--- src/rtl/accum_ctrl_if.sv ---
// accum_ctrl_if: groups the pushbutton/operand inputs and the accumulator
// strobe outputs of accum_ctrl. The master side drives key/op/data, the
// slave side (accum_ctrl) drives the strobe, latched operation and status.
interface accum_ctrl_if;
  logic       key_n;
  logic [1:0] op_sel;
  logic [7:0] sw_data;
  logic       acc_en;
  logic [1:0] acc_op;
  logic [7:0] acc_operand;
  logic       busy;
  logic [7:0] press_count;

  modport master (
    output key_n,
    output op_sel,
    output sw_data,
    input  acc_en,
    input  acc_op,
    input  acc_operand,
    input  busy,
    input  press_count
  );

  modport slave (
    input  key_n,
    input  op_sel,
    input  sw_data,
    output acc_en,
    output acc_op,
    output acc_operand,
    output busy,
    output press_count
  );
endinterface

--- src/rtl/accum_ctrl.sv ---
// accum_ctrl: debounced pushbutton controller that issues a one-cycle strobe
// to an accumulator datapath, carrying the operation and operand sampled on
// the strobe's entry edge. Optional auto-repeat of add/subtract while the key
// stays held is enabled by defining ACCUM_CTRL_AUTOREPEAT_EN; without it each
// accepted press yields exactly one strobe.
module accum_ctrl #(
  parameter int DEBOUNCE_CYCLES = 500000,
  parameter int REPEAT_CYCLES   = 12500000
) (
  input  logic       CLOCK_50,
  input  logic       Resetn,
  accum_ctrl_if.slave bus
);

  // One counter serves both debounce and repeat timing, so size it for the
  // larger of the two intervals.
  localparam int CNT_MAX = (DEBOUNCE_CYCLES > REPEAT_CYCLES) ? DEBOUNCE_CYCLES : REPEAT_CYCLES;
  localparam int CW      = (CNT_MAX > 1) ? $clog2(CNT_MAX) : 1;
  localparam logic [CW-1:0] DB_LAST = CW'(DEBOUNCE_CYCLES - 1);
`ifdef ACCUM_CTRL_AUTOREPEAT_EN
  localparam logic [CW-1:0] REP_LAST = CW'(REPEAT_CYCLES - 1);
`endif

  typedef enum logic [2:0] {
    IDLE       = 3'd0,
    PRESS_DB   = 3'd1,
    FIRE       = 3'd2,
    HELD       = 3'd3,
    RELEASE_DB = 3'd4
  } state_t;

  state_t        state_q, state_d;
  logic [CW-1:0] cnt_q, cnt_d;
  logic          key_meta_q, key_meta_d;
  logic          key_s_q, key_s_d;
  logic          acc_en_q, acc_en_d;
  logic [1:0]    acc_op_q, acc_op_d;
  logic [7:0]    acc_operand_q, acc_operand_d;
  logic          busy_q, busy_d;
  logic [7:0]    press_count_q, press_count_d;
  logic          fire;

  // Next-state, counter and output-register computation.
  always_comb begin
    state_d       = state_q;
    cnt_d         = cnt_q;
    fire          = 1'b0;
    // Synchronizer stages; key is inverted so key_s = 1 means pressed.
    key_meta_d    = ~bus.key_n;
    key_s_d       = key_meta_q;

    unique case (state_q)
      IDLE: begin
        if (key_s_q) begin
          state_d = PRESS_DB;
          cnt_d   = '0;
        end
      end
      PRESS_DB: begin
        if (!key_s_q) begin
          state_d = IDLE;
          cnt_d   = '0;
        end else if (cnt_q == DB_LAST) begin
          state_d = FIRE;
          fire    = 1'b1;
        end else begin
          cnt_d = cnt_q + 1'b1;
        end
      end
      FIRE: begin
        state_d = HELD;
        cnt_d   = '0;
      end
      HELD: begin
        if (!key_s_q) begin
          state_d = RELEASE_DB;
          cnt_d   = '0;
        end
`ifdef ACCUM_CTRL_AUTOREPEAT_EN
        // Only add/subtract repeat; the counter parks at its last value
        // for load/clear instead of wrapping.
        else if (cnt_q == REP_LAST) begin
          if (!acc_op_q[1]) begin
            state_d = FIRE;
            fire    = 1'b1;
            cnt_d   = '0;
          end
        end else begin
          cnt_d = cnt_q + 1'b1;
        end
`endif
      end
      RELEASE_DB: begin
        if (key_s_q) begin
          state_d = HELD;
          cnt_d   = '0;
        end else if (cnt_q == DB_LAST) begin
          state_d = IDLE;
          cnt_d   = '0;
        end else begin
          cnt_d = cnt_q + 1'b1;
        end
      end
      default: begin
        state_d = IDLE;
        cnt_d   = '0;
      end
    endcase

    // Operands are captured only on the edge that enters FIRE.
    acc_en_d      = fire;
    acc_op_d      = fire ? bus.op_sel  : acc_op_q;
    acc_operand_d = fire ? bus.sw_data : acc_operand_q;
    busy_d        = (state_d != IDLE);
    press_count_d = press_count_q + 8'(acc_en_q);
  end

  // State, counter, synchronizer and registered outputs.
  always_ff @(posedge CLOCK_50 or negedge Resetn) begin
    if (!Resetn) begin
      state_q       <= IDLE;
      cnt_q         <= '0;
      key_meta_q    <= 1'b0;
      key_s_q       <= 1'b0;
      acc_en_q      <= 1'b0;
      acc_op_q      <= 2'b00;
      acc_operand_q <= 8'h00;
      busy_q        <= 1'b0;
      press_count_q <= 8'h00;
    end else begin
      state_q       <= state_d;
      cnt_q         <= cnt_d;
      key_meta_q    <= key_meta_d;
      key_s_q       <= key_s_d;
      acc_en_q      <= acc_en_d;
      acc_op_q      <= acc_op_d;
      acc_operand_q <= acc_operand_d;
      busy_q        <= busy_d;
      press_count_q <= press_count_d;
    end
  end

  assign bus.acc_en      = acc_en_q;
  assign bus.acc_op      = acc_op_q;
  assign bus.acc_operand = acc_operand_q;
  assign bus.busy        = busy_q;
  assign bus.press_count = press_count_q;

endmodule

--- src/flat_wrapper.sv ---
// flat-port wrapper written by rule: the top's interface ports become plain ports
module accum_ctrl_flat 
#(
  parameter int DEBOUNCE_CYCLES = 500000,
  parameter int REPEAT_CYCLES   = 12500000
)
  (CLOCK_50, Resetn, bus_key_n, bus_op_sel, bus_sw_data, bus_acc_en, bus_acc_op, bus_acc_operand, bus_busy, bus_press_count);
  accum_ctrl_if bus_i ();
  input  logic CLOCK_50;
  input  logic Resetn;
  input wire logic [$bits(bus_i.key_n)-1:0] bus_key_n;
  input wire logic [$bits(bus_i.op_sel)-1:0] bus_op_sel;
  input wire logic [$bits(bus_i.sw_data)-1:0] bus_sw_data;
  output wire logic [$bits(bus_i.acc_en)-1:0] bus_acc_en;
  output wire logic [$bits(bus_i.acc_op)-1:0] bus_acc_op;
  output wire logic [$bits(bus_i.acc_operand)-1:0] bus_acc_operand;
  output wire logic [$bits(bus_i.busy)-1:0] bus_busy;
  output wire logic [$bits(bus_i.press_count)-1:0] bus_press_count;
  assign bus_i.key_n = bus_key_n;
  assign bus_i.op_sel = bus_op_sel;
  assign bus_i.sw_data = bus_sw_data;
  assign bus_acc_en = bus_i.acc_en;
  assign bus_acc_op = bus_i.acc_op;
  assign bus_acc_operand = bus_i.acc_operand;
  assign bus_busy = bus_i.busy;
  assign bus_press_count = bus_i.press_count;
  accum_ctrl #(.DEBOUNCE_CYCLES(DEBOUNCE_CYCLES), .REPEAT_CYCLES(REPEAT_CYCLES)) u_core (.CLOCK_50(CLOCK_50), .Resetn(Resetn), .bus(bus_i));
endmodule
--- config.mk ---
export PLATFORM = sky130hd
export DESIGN_NAME = accum_ctrl_flat
export DESIGN_NICKNAME = d
export VERILOG_FILES = /design/src/rtl/accum_ctrl_if.sv /design/src/rtl/accum_ctrl.sv /design/src/flat_wrapper.sv
export SDC_FILE = /design/constraint.sdc
export NUM_CORES = 1
export LEC_CHECK = 0
export CAP_MARGIN = 15
export CELL_PAD_IN_SITES_DETAIL_PLACEMENT = 1
export CELL_PAD_IN_SITES_GLOBAL_PLACEMENT = 1
export CORE_UTILIZATION = 43
export DETAILED_ROUTE_END_ITERATION = 6
export PLACE_DENSITY = 0.9
export REMOVE_ABC_BUFFERS = 1
export SYNTH_ARGS = -nofsm -noshare
export SYNTH_HDL_FRONTEND = slang
export SYNTH_SLANG_ARGS = --single-unit
--- constraint.sdc ---
create_clock -name CLOCK_50 -period 3.5 [get_ports CLOCK_50]
set_clock_uncertainty 0.15 [all_clocks]
set_input_delay 0.875 -clock CLOCK_50 [delete_from_list [all_inputs] [get_ports CLOCK_50]]
set_output_delay 0.875 -clock CLOCK_50 [all_outputs]
set_load 0.01 [all_outputs]
After elaboration in Yosys (flattened, before gate mapping)
Cells that the tools add are included.
{"block": "totals", "inputBits": 13, "out_inout_bits": 20, "regBits": 49, "elab_cells": 40}
{"block": "op_classes", "eq_ne": 8, "muxes": 17, "n_bitwise": 1, "reduce_logical": 3, "add_sub_neg": 2}
{"op": "$mux 24", "count": 6}
{"op": "$pmux 24 s4", "count": 1}
{"op": "$add 24x1->24 const B", "count": 1}
{"op": "$eq 24x19->1 const B", "count": 1}
{"op": "$mux 3", "count": 6}
{"op": "$pmux 3 s5", "count": 1}
{"op": "$add 8x1->8", "count": 1}
{"op": "$eq 3x2->1 const B", "count": 2}
{"op": "$eq 3x1->1 const B", "count": 1}
{"op": "$eq 3x3->1 const B", "count": 1}
{"op": "$logic_not 3->1", "count": 1}
{"op": "$mux 1", "count": 3}
{"op": "$ne 3x3->1 const B", "count": 1}
{"op": "$reduce_and 3->1", "count": 1}
{"op": "$reduce_bool 3->1", "count": 1}
{"op": "$ne 2x1->1 const B", "count": 1}
{"op": "$ne 2x2->1 const B", "count": 1}
{"op": "$not 1->1", "count": 1}

Depth between registers and ports, before layout
{"block": "depth", "depth_word": 5, "mapped_depth": 8, "ltp_nobuf": 6}

Worst setup path before layout
Ideal clock, no wire load.
{"block": "synth_timing", "path_kind": "flip-flop to flip-flop", "startpoint": "reg u_core.cnt_q[5]", "endpoint": "reg u_core.acc_op_q[0], in the netlist u_core.bus.acc_op[0]", "path_buffers": 1, "period_less_slack_ps": 2166, "path_stages_with_launch": 7, "setup_ps": 125, "t_arrival_ps": 1891, "setup_slack_ps": 1334, "required_ps": 3225, "path_cell_list": "dfrtp_1 > or4_4 > nor3_4 > and2_4 > nand3_4 > clkbuf_8 > mux2_2"}
{"block": "synth_via", "elab_chain_len": 4}
{"item": "start, declared", "line_no": "accum_ctrl.sv:33", "rtl": "logic [CW-1:0] cnt_q, cnt_d;"}
{"item": "start signal, assigned", "line_no": "accum_ctrl.sv:132", "rtl": "cnt_q <= cnt_d;"}
{"item": "$eq 24x19->1", "line_no": "accum_ctrl.sv:63", "rtl": "end else if (cnt_q == DB_LAST) begin"}
{"item": "$mux 1", "line_no": "accum_ctrl.sv:63"}
{"item": "$mux 1", "line_no": "accum_ctrl.sv:60", "rtl": "if (!key_s_q) begin"}
{"item": "$mux 1", "line_no": "accum_ctrl.sv:52", "rtl": "unique case (state_q)"}
{"item": "end signal, assigned", "line_no": "accum_ctrl.sv:136", "rtl": "acc_op_q <= acc_op_d;"}
{"item": "end, declared", "line_no": "accum_ctrl.sv:37", "rtl": "logic [1:0] acc_op_q, acc_op_d;"}
Every way passes these cells.
A chain may end at the register's enable or synchronous reset.

Final worst setup path
{"block": "layout_timing", "startpoint": "reg u_core.cnt_q[5]", "endpoint": "reg u_core.cnt_q[17]"}
{"block": "layout_via", "elab_chain_len": 4, "word_cells_on_any_way": 9, "classes_between": "1 x add/sub; 2 x eq/ne; 5 x mux; 1 x reduce/logical"}
{"item": "$add 24x1->24 or $eq 24x19->1 (tied branches)"}
{"item": "$mux 24, on equally long branches", "line_no": "accum_ctrl.sv:97, accum_ctrl.sv:63"}
{"item": "$mux 24, on equally long branches", "line_no": "accum_ctrl.sv:94, accum_ctrl.sv:60"}
{"item": "$pmux 24 s4", "line_no": "accum_ctrl.sv:52"}
Parallel ways exist; a longest one is shown, timed or not. The select of a mux whose other input is x is not followed.

==> impl_results.html <==
<table>
<tr><th>Metric</th><th>Value</th></tr>
<tr><th colspan="2">Floorplan</th></tr>
<tr><td>Core area</td><td>5991 um^2</td></tr>
<tr><td>Die area</td><td>6571 um^2</td></tr>
<tr><td>Effective utilization at floorplan</td><td>44.86%</td></tr>
<tr><td>I/O Pins</td><td>33</td></tr>
<tr><td>Std-Cell Rows</td><td>28</td></tr>
<tr><td>Die Height</td><td>81.06 um</td></tr>
<tr><td>Die width</td><td>81.06 um</td></tr>
<tr><th colspan="2">STA</th></tr>
<tr><td>Sum of negative setup slack</td><td>0 ns</td></tr>
<tr><td>Setup-failing EPs final</td><td>0</td></tr>
<tr><td>Min Clock Period, post-route</td><td>2.664 ns</td></tr>
<tr><td>Peak clock frequency supported by timing</td><td>0.3754 GHz</td></tr>
<tr><td>Total count of max-transition violations in the final report</td><td>0</td></tr>
<tr><td>Worst slew margin relative to its limit</td><td>42.28%</td></tr>
<tr><td>Final worst-path setup slack</td><td>0.8359 ns</td></tr>
<tr><td>Count of endpoints failing hold in the final timing report</td><td>0</td></tr>
<tr><td>Slew at the pin with the worst max-slew slack</td><td>0.8592 ns</td></tr>
<tr><td>RSZ-0062 raised after global routing</td><td>false</td></tr>
<tr><td>Worst hold-check slack</td><td>0.2455 ns</td></tr>
<tr><td>Final cycle utilization of the critical path</td><td>76.12%</td></tr>
<tr><th colspan="2">CTS</th></tr>
<tr><td>Hold bufs inserted after CTS</td><td>0</td></tr>
<tr><td>Root Driver</td><td>sky130_fd_sc_hd__clkbuf_8</td></tr>
<tr><td>Inserted Clock Buffers</td><td>5</td></tr>
<tr><td>CTS H-Tree Depth</td><td>2</td></tr>
<tr><td>Buffer levels on the longest clock path</td><td>2</td></tr>
<tr><td>TritonCTS sink count</td><td>49</td></tr>
<tr><td>Clk pin slew, worst setup/hold paths</td><td>0.10 ns</td></tr>
<tr><td>Quantity of gates resized following cts</td><td>0</td></tr>
<tr><td>Post-CTS setup buffer count</td><td>0</td></tr>
<tr><td>CTS tree</td><td>yes</td></tr>
<tr><td>Skew-Pair Late Insertion Delay</td><td>0.31 ns</td></tr>
<tr><th colspan="2">Yosys</th></tr>
<tr><td>Number of cells produced by synthesis</td><td>272</td></tr>
<tr><td>Fraction of registers with async set or reset after synthesis</td><td>100.0%</td></tr>
<tr><td>Yosys synthesis warning count</td><td>0</td></tr>
<tr><td>Synthesized area per cell</td><td>9.881 um^2</td></tr>
<tr><td>Share of Yosys cell area claimed by the top area cell type</td><td>45.62%</td></tr>
<tr><td>Register bit count reported by yosys</td><td>49</td></tr>
<tr><td>Number of library cell types mapped by synthesis</td><td>53</td></tr>
<tr><td>Post-synth top area cell</td><td>sky130_fd_sc_hd__dfrtp_1</td></tr>
<tr><td>Post-synth EDFFs</td><td>0</td></tr>
<tr><td>Commonest cells post-synth</td><td>sky130_fd_sc_hd__dfrtp_1, sky130_fd_sc_hd__nand2_1, sky130_fd_sc_hd__nand3_1</td></tr>
<tr><td>Top post-synthesis cells by area</td><td>sky130_fd_sc_hd__dfrtp_1, sky130_fd_sc_hd__mux2_2, sky130_fd_sc_hd__mux2i_1</td></tr>
<tr><td>Most frequent cell after synthesis</td><td>sky130_fd_sc_hd__dfrtp_1</td></tr>
<tr><td>Synthesized cell area</td><td>2688 um^2</td></tr>
<tr><td>Share of synthesized area occupied by flip-flops and latches</td><td>45.62%</td></tr>
<tr><td>Most used DFF post-synth</td><td>sky130_fd_sc_hd__dfrtp_1</td></tr>
<tr><th colspan="2">Routing</th></tr>
<tr><td>Remaining number of nets flagged by the antenna check after routing</td><td>0</td></tr>
<tr><td>Detailed-route wire length</td><td>7.259 mm</td></tr>
<tr><td>Vias per std cell</td><td>6.157</td></tr>
<tr><td>Iteration-0 DRC Markers</td><td>160</td></tr>
<tr><td>Vias after detailed routing</td><td>2,309</td></tr>
<tr><td>Pre-Repair DR Iteration Count</td><td>4</td></tr>
<tr><td>DRC Markers</td><td>0</td></tr>
<tr><td>Average wire length per cell after detail routing</td><td>19.36 um</td></tr>
<tr><th colspan="2">Worst setup path</th></tr>
<tr><td>Worst Setup SP</td><td>u_core.cnt_q[5]$_DFFE_PN0P_</td></tr>
<tr><td>Category of the worst setup path launch point</td><td>flop</td></tr>
<tr><td>Launch instance of the worst register-to-register path</td><td>u_core.cnt_q[5]$_DFFE_PN0P_</td></tr>
<tr><td>Slowest library cell on the worst path</td><td>sky130_fd_sc_hd__or4_4</td></tr>
<tr><td>Signal arrival time at the worst endpoint</td><td>2.68 ns</td></tr>
<tr><td>List of cells traversed by the critical path</td><td>or4_4 &gt; nor3_4 &gt; a31oi_1 &gt; nor2_2 &gt; nor2_1</td></tr>
<tr><td>Depth of the worst register-to-register path</td><td>5</td></tr>
<tr><td>Worst reg2reg endpoint</td><td>u_core.cnt_q[17]$_DFFE_PN0P_</td></tr>
<tr><td>Largest stage delay on the critical path</td><td>0.59 ns</td></tr>
<tr><td>Type of the setup path with the least slack</td><td>flop to flop</td></tr>
<tr><td>Endpoint type of the worst setup path</td><td>flop</td></tr>
<tr><td>Critical path depth</td><td>5</td></tr>
<tr><td>Largest delay contributor family on the critical path</td><td>simple AND/OR/NAND/NOR gates</td></tr>
<tr><td>Register-to-register setup slack</td><td>0.84 ns</td></tr>
<tr><td>Worst-path maximum fanout</td><td>14</td></tr>
<tr><td>End point of the critical path</td><td>u_core.cnt_q[17]$_DFFE_PN0P_</td></tr>
<tr><td>Bufs and invs on worst path</td><td>0</td></tr>
<tr><td>Data required time of the critical path</td><td>3.52 ns</td></tr>
<tr><th colspan="2">Global route</th></tr>
<tr><td>Grt total ovfl</td><td>0</td></tr>
<tr><td>Largest net degree at the start of global routing</td><td>50</td></tr>
<tr><td>First-pass GRT wire length</td><td>11.76 mm</td></tr>
<tr><td>Tot GR Track Use</td><td>23.96%</td></tr>
<tr><td>Number of global-route vias before repair</td><td>2,416</td></tr>
<tr><td>Initial antenna violation count</td><td>0</td></tr>
<tr><th colspan="2">Cells and area</th></tr>
<tr><td>Area delta synth-&gt;final</td><td>17.32%</td></tr>
<tr><td>Final core occ</td><td>52.63%</td></tr>
<tr><td>Ratio of cells with drive above 1 in the final layout</td><td>10.67%</td></tr>
<tr><td># diodes</td><td>0</td></tr>
<tr><td>Fin nets</td><td>315</td></tr>
<tr><th colspan="2">Job</th></tr>
<tr><td>Max-cap violations</td><td>0</td></tr>
<tr><th colspan="2">Power and ir drop</th></tr>
<tr><td>Leakage</td><td>1.248 nW</td></tr>
<tr><td>Power Dens Cells</td><td>333.6 nW/um^2</td></tr>
<tr><td>Pwr Total</td><td>1.052 mW</td></tr>
<tr><td>Worst ir drop on vdd</td><td>0.0001921 V</td></tr>
<tr><th colspan="2">Min path</th></tr>
<tr><td>HP Class</td><td>flop to flop</td></tr>
<tr><th colspan="2">Place</th></tr>
<tr><td>Post-DP HPWL</td><td>5.158 mm</td></tr>
<tr><td>Count of port buffers added during placement</td><td>32</td></tr>
<tr><td>Routability congestion estimate</td><td>0.8900</td></tr>
<tr><td>Setup slack after placement</td><td>0.8772 ns</td></tr>
<tr><th colspan="2">Status</th></tr>
<tr><td>Status</td><td>finished clean</td></tr>
</table>
## worst register-to-register path, cell delays in order, from the launching register on
cell and delay [ns]:
sky130_fd_sc_hd__dfrtp_1 0.47, sky130_fd_sc_hd__or4_4 0.59, sky130_fd_sc_hd__nor3_4 0.27, sky130_fd_sc_hd__a31oi_1 0.30, sky130_fd_sc_hd__nor2_2 0.59, sky130_fd_sc_hd__nor2_1 0.16
## area by class of cell
class	instances	area, um^2
Fill cell	667	2838
Multi-Input combinational cell	200	1349
Sequential cell	49	1226
Timing Repair Buffer	36	357.8
Tap cell	75	93.84
Clock buffer	6	82.58
Inverter	7	26.28
Clock inverter	2	17.52
## logic make-up after synthesis
family          count (synthesis)  synth area share [%]
compound gates                 59                 14.25
buf+inv                        23                 4.190
mux                            19                 7.589
fa+ha+maj                       3                 1.397
flops                          49                 45.62
simple gates                  107                 23.04
xor+xnor                       12                 3.911
## sequential cells by signal (all words and copies together), names as in the netlist
signal,flops
u_core.bus.acc_en,1
u_core.bus.acc_op,2
u_core.bus.acc_operand,8
u_core.bus.busy,1
u_core.bus.press_count,8
u_core.cnt_q,24
u_core.key_meta_q,1
u_core.key_s_q,1
u_core.state_q,3
## power by group
part	total, mW	internal [mW]	switching [mW]	leakage, nW
logic	0.0904	0.0428	0.0476	0.546
registers	0.589	0.577	0.0120	0.650
clock network	0.373	0.165	0.208	0.0518
total	1.05	0.784	0.268	1.25
## metrics by stage
step	cell area, um^2	instances
6_report	3153	375
5_1_grt	3153	375
4_1_cts	3133	374
3_5_place_dp	3033	366
3_3_place_gp	3033	366
2_1_floorplan	2601	256
## routing by layer
metal	up-vias	global-route usage, %	part of all wire (%)	wire (um)
li1	1057	-	-	-
met1	1170	28.79	41	2979
met2	62	42.10	52	3808
met3	20	5.169	4.1	297
met4	0	8.393	2.4	174
met5	-	0	0	0
## worst min-delay path by stage
| stage | startpoint | endpoint | slack, ns | cells after the start |
|---|---|---|---|---|
| floorplan | u_core.key_meta_q$_DFF_PN0_ | u_core.key_s_q$_DFF_PN0_ | 0.18 | 0 |
| global placement | u_core.key_meta_q$_DFF_PN0_ | u_core.key_s_q$_DFF_PN0_ | 0.18 | 0 |
| detailed placement | u_core.key_meta_q$_DFF_PN0_ | u_core.key_s_q$_DFF_PN0_ | 0.23 | 0 |
| CTS | u_core.key_meta_q$_DFF_PN0_ | u_core.key_s_q$_DFF_PN0_ | 0.25 | 0 |
| global route | u_core.key_meta_q$_DFF_PN0_ | u_core.key_s_q$_DFF_PN0_ | 0.25 | 0 |
| finish | u_core.key_meta_q$_DFF_PN0_ | u_core.key_s_q$_DFF_PN0_ | 0.25 | 0 |
## placed cells by master (no fill, tap or decap), types with 2 or more instances in the layout
cell	count
sky130_fd_sc_hd__dfrtp_1	49
sky130_fd_sc_hd__clkdlybuf4s50_1	31
sky130_fd_sc_hd__nand2_1	18
sky130_fd_sc_hd__nand3_1	15
sky130_fd_sc_hd__nor2_1	14
sky130_fd_sc_hd__a21oi_1	13
sky130_fd_sc_hd__o21ai_0	13
sky130_fd_sc_hd__mux2_2	11
sky130_fd_sc_hd__nand4_1	10
sky130_fd_sc_hd__xnor2_1	8
sky130_fd_sc_hd__mux2i_1	8
sky130_fd_sc_hd__nor2b_1	7
sky130_fd_sc_hd__inv_1	7
sky130_fd_sc_hd__or3_1	7
sky130_fd_sc_hd__nor3_1	7
sky130_fd_sc_hd__a31oi_1	6
sky130_fd_sc_hd__clkbuf_8	6
sky130_fd_sc_hd__a211oi_1	5
sky130_fd_sc_hd__and4_1	4
sky130_fd_sc_hd__xor2_1	4
sky130_fd_sc_hd__o21bai_1	4
sky130_fd_sc_hd__or4_1	4
sky130_fd_sc_hd__and3_1	3
sky130_fd_sc_hd__o22ai_1	3
sky130_fd_sc_hd__nand3b_1	3
sky130_fd_sc_hd__nor4_1	3
sky130_fd_sc_hd__ha_1	3
sky130_fd_sc_hd__buf_4	3
sky130_fd_sc_hd__nor4b_1	2
sky130_fd_sc_hd__and2_1	2
sky130_fd_sc_hd__o2111ai_1	2
sky130_fd_sc_hd__a22oi_1	2
sky130_fd_sc_hd__a22o_1	2
Power figures use the tool's default switching activity.
